**src/rtl/fetch_stage.sv**
```systemverilog
// RV32I instruction-fetch stage: owns the PC, keeps up to DEPTH imem requests in flight,
// buffers in-order responses in a prefetch FIFO and drives the IF/ID register.
module fetch_stage #(
  parameter logic [31:0] RESET_PC = 32'h0000_0000,
  parameter int unsigned DEPTH    = 2
) (
  input  logic        i_clk,
  input  logic        i_reset,
  input  logic        i_pc_stall,
  input  logic        i_if_id_stall,
  input  logic        i_if_id_flush,
  input  logic        i_redirect_valid,
  input  logic [31:0] i_redirect_pc,
  output logic        o_imem_req,
  output logic [31:0] o_imem_addr,
  input  logic        i_imem_gnt,
  input  logic        i_imem_rvalid,
  input  logic [31:0] i_imem_rdata,
  output logic        o_id_valid,
  output logic [31:0] o_id_pc,
  output logic [31:0] o_id_instr
);

  localparam int          CW  = $clog2(DEPTH + 1);
  localparam int          PW  = (DEPTH > 1) ? $clog2(DEPTH) : 1;
  localparam logic [31:0] NOP = 32'h0000_0013;

  typedef struct packed {
    logic [31:0] pc;
    logic [31:0] instr;
  } fent_t;

  function automatic logic [PW-1:0] ptr_inc(input logic [PW-1:0] p);
    return (p == PW'(DEPTH - 1)) ? '0 : p + PW'(1);
  endfunction

  logic [31:0]   pc_q, pc_d;
  fent_t         fifo_q [DEPTH];
  logic [PW-1:0] head_q, head_d, tail_q, tail_d;
  logic [CW-1:0] cnt_q, cnt_d;
  logic [CW-1:0] out_q, out_d;
  logic [CW-1:0] drop_q, drop_d;
  logic [31:0]   tagq_q [DEPTH];
  logic [PW-1:0] thead_q, thead_d, ttail_q, ttail_d;
  logic          id_valid_q, id_valid_d;
  logic [31:0]   id_pc_q, id_pc_d;
  logic [31:0]   id_instr_q, id_instr_d;

  logic          pop, rsp, push, grant;
  logic [CW:0]   used;
  logic          unused_rpc;

  assign unused_rpc = ^i_redirect_pc[1:0];

  // Responses with nothing outstanding are stale (e.g. issued before a reset) and ignored.
  assign rsp   = i_imem_rvalid && (out_q != '0);
  assign pop   = (cnt_q != '0) && !i_if_id_stall && !i_if_id_flush && !i_redirect_valid;
  assign push  = rsp && (drop_q == '0) && !i_redirect_valid;
  assign used  = {1'b0, out_q} + {1'b0, cnt_q} - (CW+1)'(pop);

  assign o_imem_req  = i_reset && (used < (CW+1)'(DEPTH)) && !i_pc_stall && !i_redirect_valid;
  assign o_imem_addr = pc_q;
  assign grant       = o_imem_req && i_imem_gnt;

  assign o_id_valid  = id_valid_q;
  assign o_id_pc     = id_pc_q;
  assign o_id_instr  = id_instr_q;

  always_comb begin
    pc_d    = pc_q;
    head_d  = head_q;
    tail_d  = tail_q;
    cnt_d   = cnt_q;
    out_d   = out_q;
    drop_d  = drop_q;
    thead_d = thead_q;
    ttail_d = ttail_q;

    if (grant) begin
      pc_d    = pc_q + 32'd4;
      ttail_d = ptr_inc(ttail_q);
    end
    if (rsp) thead_d = ptr_inc(thead_q);
    out_d = out_q + CW'(grant) - CW'(rsp);

    if (i_redirect_valid) begin
      // Everything still in flight after this cycle belongs to the abandoned path.
      pc_d   = {i_redirect_pc[31:2], 2'b00};
      head_d = '0;
      tail_d = '0;
      cnt_d  = '0;
      drop_d = out_q - CW'(rsp);
    end else begin
      if (rsp && (drop_q != '0)) drop_d = drop_q - CW'(1);
      if (pop)  head_d = ptr_inc(head_q);
      if (push) tail_d = ptr_inc(tail_q);
      cnt_d = cnt_q + CW'(push) - CW'(pop);
    end
  end

  always_comb begin
    id_valid_d = id_valid_q;
    id_pc_d    = id_pc_q;
    id_instr_d = id_instr_q;
    if (i_redirect_valid || i_if_id_flush) begin
      id_valid_d = 1'b0;
      id_instr_d = NOP;
    end else if (i_if_id_stall) begin
      id_valid_d = id_valid_q;
    end else if (pop) begin
      id_valid_d = 1'b1;
      id_pc_d    = fifo_q[head_q].pc;
      id_instr_d = fifo_q[head_q].instr;
    end else begin
      id_valid_d = 1'b0;
      id_instr_d = NOP;
    end
  end

  always_ff @(posedge i_clk or negedge i_reset) begin
    if (!i_reset) begin
      pc_q       <= RESET_PC;
      head_q     <= '0;
      tail_q     <= '0;
      cnt_q      <= '0;
      out_q      <= '0;
      drop_q     <= '0;
      thead_q    <= '0;
      ttail_q    <= '0;
      id_valid_q <= 1'b0;
      id_pc_q    <= RESET_PC;
      id_instr_q <= NOP;
    end else begin
      pc_q       <= pc_d;
      head_q     <= head_d;
      tail_q     <= tail_d;
      cnt_q      <= cnt_d;
      out_q      <= out_d;
      drop_q     <= drop_d;
      thead_q    <= thead_d;
      ttail_q    <= ttail_d;
      id_valid_q <= id_valid_d;
      id_pc_q    <= id_pc_d;
      id_instr_q <= id_instr_d;
    end
  end

  // Storage needs no reset: occupancy is tracked by the pointers/counters above.
  always_ff @(posedge i_clk) begin
    if (grant) tagq_q[ttail_q] <= pc_q;
    if (push)  fifo_q[tail_q]  <= '{pc: tagq_q[thead_q], instr: i_imem_rdata};
  end

endmodule

```
**config.mk**
```make
export PLATFORM = sky130hd
export DESIGN_NAME = fetch_stage
export DESIGN_NICKNAME = d
export VERILOG_FILES = /design/src/rtl/fetch_stage.sv
export SDC_FILE = /design/constraint.sdc
export NUM_CORES = 1
export LEC_CHECK = 0
export CAP_MARGIN = 5
export CORE_AREA = 3 3 196 198
export DETAILED_ROUTE_END_ITERATION = 10
export DIE_AREA = 0 0 199 201
export PLACE_DENSITY_LB_ADDON = 0.1
export SETUP_SLACK_MARGIN = 0.4
export SLEW_MARGIN = 30
export SYNTH_ARGS = -nofsm -noshare
export SYNTH_HDL_FRONTEND = slang
export SYNTH_SLANG_ARGS = --single-unit
```
**constraint.sdc**
```tcl
create_clock -name i_clk -period 6.4 [get_ports i_clk]
set_input_delay 0.96 -clock i_clk [delete_from_list [all_inputs] [get_ports i_clk]]
set_output_delay 0.96 -clock i_clk [all_outputs]
set_load 0.03 [all_outputs]
```
==> results by group <==
Setup path
  • Delay contributed by the slowest stage of the critical path: around 0.63 ns
  • Arr. time, crit path: 4.21 ns
  • Maximum fanout along the worst path: 5
  • Cell repeated most along the worst path: sky130_fd_sc_hd__clkdlybuf4s50_1
  • Dominant delay contributor by cell family on the critical path: buffers and inverters
  • Critical path buffers and inverters: 3
  • Worst setup EP type: primary output
  • Required time at the endpoint of the critical path: 5.44 ns
  • Worst-path cell with the longest stage delay: sky130_fd_sc_hd__clkdlybuf4s50_1
  • Type of element launching the critical path: input pin
  • CP cell instances: clkdlybuf4s50_1 > o21bai_1 > or3_2 > inv_1 > ha_1 > nand2b_1 > fa_1 > xnor2_1 > nor3_1 > clkdlybuf4s50_1
  • Crit Path Category: input pin to primary output
  • Worst R2R Setup Slack: 2.78 ns

Synthesis
  • Per-instance average area after synthesis: ~15 um^2
  • Leading post-synthesis cells by cell area: sky130_fd_sc_hd__edfxtp_1 50%, sky130_fd_sc_hd__dfrtp_1 23%, sky130_fd_sc_hd__mux2i_1 5.7%, sky130_fd_sc_hd__o21ai_0 4.1%, sky130_fd_sc_hd__nand2_1 3.5%
  • Proportion of register bits with asynchronous set or reset after synthesis: 35.9%
  • Ranking of synthesized cells by instance count: 184 x sky130_fd_sc_hd__edfxtp_1, 102 x sky130_fd_sc_hd__nand2_1, 100 x sky130_fd_sc_hd__dfrtp_1
  • Number of cells produced by synthesis: approximately 740
  • Yosys cell types: 40
  • Post-synth top flop: sky130_fd_sc_hd__edfxtp_1
  • Synthesis-stage register bit count: around 290
  • Library cell with the highest instance count after synthesis: sky130_fd_sc_hd__edfxtp_1
  • Fraction of synthesized cell area taken by the top area cell type: 50.0%
  • Number of enable flip-flop cells after synthesis: 184
  • Register area share after synthesis: between 70% and 80%
  • Cell Area, Synth: 11100 um^2
  • Synthesis Warnings: 0
  • Library cell occupying the most area in the post-synthesis netlist: sky130_fd_sc_hd__edfxtp_1

STA
  • Unrepaired setup endpoints after global routing: false
  • Achievable Freq: approximately 190 MHz
  • Setup violators final: 0
  • Summed negative setup slack over all endpoints: 0 ns
  • Number of hold-slack violations in the final timing report: 0
  • Worst slew pin tran: 0.925 ns
  • Worst clock skew on the final layout: 0.0265 ns
  • Period minus WS final: 5.17 ns
  • Final clock period utilization by the worst path: 80.7%
  • Remaining max-slew budget at the tightest pin: 38.3%
  • Final-report max-slew violation count: 0

Clock network
  • Clock latency at the later pin of the worst-skew pair: 0.52 ns
  • Sink Count: ~290
  • Clock edge transition at the registers on the reported setup and hold paths: around 0.05 ns
  • TritonCTS Buffers: 34
  • Buffer levels on the longest clock path: 3
  • Hold-fix buffer count after cts: 0
  • Root buffer selected by CTS: sky130_fd_sc_hd__clkbuf_16
  • TritonCTS clock tree: yes
  • Cts repair resizes: 0
  • Depth of the CTS H-tree: 2
  • Post-CTS Setup Bufs: 0

Floorplanning
  • Top-level port count: 170
  • Die width: about 200 um
  • Die Area: 40000 um^2
  • Placeable core region: 36700 um^2
  • Initial standard-cell utilization of the core: a little under a third
  • Number of standard-cell rows in the floorplan: 70
  • Overall die height: about 200 um

Power
  • LEAKAGE: just over 5 nW
  • PD cells: 359 nW/um^2
  • Peak supply drop: roughly 0.16 mV

Layout
  • Diode count: 0
  • Core Util, Final: 39.0%
  • Fraction of layout cells with a size suffix above 1: a little under an eighth
  • Area growth syn-to-layout: 29.5%
  • Count of nets after finishing: 1006

Global route
  • Global-route wire length before repair: 38300 um
  • GR Util All Layers: 12.4%
  • Pin count of the biggest net entering global routing: 91
  • Initial antenna violation count: 0
  • Number of global-route vias before repair: 6449
  • Global route total overflow: 0

Route
  • Detailed-router iteration count before antenna repair: 4
  • Routed len/inst: 17.5 um
  • Wirelength, routed: about 25000 um
  • Detailed-route via count: roughly 6300
  • Iteration-0 DRC count of the detailed router: 252
  • Via density per instance: 4.45
  • Antenna-violating nets left: 0
  • DR DRC count: 0

Placement
  • Global placer's final weighted congestion: 0.694
  • HPWL after DPL: between 15000 and 20000 um
  • Port Buffer Count: roughly 160

Min path
  • Classification of the worst-slack hold path: input pin to asynchronous set/reset pin

Status
  • Status: finished, final reports clean

Job
  • Max-cap check violation count: 0
-- through the flow --
stage	hold slack, ns	total power, W	worst slack (ns)	area [um^2]	instances
floorplan	0.461	0.00294	1.17	11100	746
global placement	0.462	0.00339	1.19	13300	1356
detailed placement	0.468	0.00340	1.18	13300	1356
CTS	0.382	0.00524	1.16	14300	1418
global route	0.389	0.00541	1.00	14300	1418
finish	0.390	0.00514	1.23	14300	1418
-- path summary, 6_finish.rpt --
check	startpoint	endpoint	depth (start not counted)
worst max-delay path	i_if_id_stall	o_imem_req	10
worst min-delay path	i_reset	o_id_instr[23]$_DFFE_PN0P_	1
worst max register to register	cnt_q[0]$_DFF_PN0_	o_imem_addr[22]$_DFFE_PN0P_	11
worst min register to register	o_id_instr[12]$_DFFE_PN0P_	o_id_instr[12]$_DFFE_PN0P_	2
max in group asynchronous	i_reset	head_q$_DFFE_PN0P_	2
min in group i_clk	o_id_instr[12]$_DFFE_PN0P_	o_id_instr[12]$_DFFE_PN0P_	2
-- cells by family (layout without fill, tap and decap cells) --
| family | count (synthesis) | after routing | synth area share (%) |
|---|---|---|---|
| buffers and inverters | 46 | 250 | 1.70 |
| DFF | 287 | 287 | 73.3 |
| adders and majority gates | 10 | 10 | 1.20 |
| muxes | 96 | 96 | 9.07 |
| AOI/OAI and AO/OA | 98 | 98 | 4.53 |
| xor gates and xnor gates | 37 | 37 | 2.93 |
| other | 1 | 4 | 0.0339 |
| and+or+nand+nor | 168 | 168 | 7.20 |
-- layer usage --
| metal | wire [um] | GRT usage (%) | up-vias |
|---|---|---|---|
| li1 | - | - | 3049 |
| met1 | 12300 | 18.1 | 3071 |
| met2 | 10900 | 18.7 | 153 |
| met3 | 1130 | 2.67 | 33 |
| met4 | 475 | 3.66 | 0 |
| met5 | 0 | 0 | - |
-- state kept, by name (all words and copies together), names as in the netlist, 2 cells and up --
name	count
cnt_q	2
drop_q	2
fifo_q	124
o_id_instr	32
o_id_pc	30
o_imem_addr	30
out_q	2
tagq_q	60
-- worst register-to-register path, cell delays in order (launching register included) --
cell                       delay (ns)
sky130_fd_sc_hd__dfrtp_1         0.41
sky130_fd_sc_hd__o21bai_1        0.11
sky130_fd_sc_hd__or3_2           0.42
sky130_fd_sc_hd__inv_1           0.18
sky130_fd_sc_hd__ha_1            0.26
sky130_fd_sc_hd__nand2b_1        0.15
sky130_fd_sc_hd__fa_1            0.51
sky130_fd_sc_hd__nand4b_1        0.24
sky130_fd_sc_hd__nor3_2          0.74
sky130_fd_sc_hd__nand4_1         0.21
sky130_fd_sc_hd__xor2_1          0.18
sky130_fd_sc_hd__o21ai_0         0.14
-- power breakdown --
| part | leakage (nW) | total, W | internal [W] | switching [W] |
|---|---|---|---|---|
| clock | 0.515 | 0.00181 | 0.00107 | 0.000740 |
| sequential | 3.00 | 0.00233 | 0.00222 | 0.000118 |
| combinational | 1.59 | 0.00100 | 0.000412 | 0.000587 |
-- placed cells by master (no fill, tap or decap), types with 4 or more instances in the layout --
cell	instances
sky130_fd_sc_hd__and3_1	5
sky130_fd_sc_hd__clkbuf_8	4
sky130_fd_sc_hd__clkinv_2	5
sky130_fd_sc_hd__clkbuf_16	35
sky130_fd_sc_hd__buf_4	15
sky130_fd_sc_hd__dfrtp_1	99
sky130_fd_sc_hd__nand3_1	12
sky130_fd_sc_hd__a21oi_1	4
sky130_fd_sc_hd__xor2_1	24
sky130_fd_sc_hd__xnor2_1	13
sky130_fd_sc_hd__inv_1	10
sky130_fd_sc_hd__mux2i_1	63
sky130_fd_sc_hd__conb_1	4
sky130_fd_sc_hd__nand2_1	102
sky130_fd_sc_hd__clkdlybuf4s50_1	161
sky130_fd_sc_hd__nor2_1	12
sky130_fd_sc_hd__nand4_1	13
sky130_fd_sc_hd__mux2_2	33
sky130_fd_sc_hd__edfxtp_1	184
sky130_fd_sc_hd__o21ai_0	90
sky130_fd_sc_hd__ha_1	9
sky130_fd_sc_hd__clkbuf_1	15
-- area by class of cell --
cell class	instances	area, um^2
clock buffer	54	987
clock inverter	8	66.3
fill	3500	22400
inverter	11	41.3
multi-input combinational	413	2790
sequential	287	8110
tap	468	586
timing repair buffer	177	1730
No activity file was read; power rests on OpenSTA's default activity.
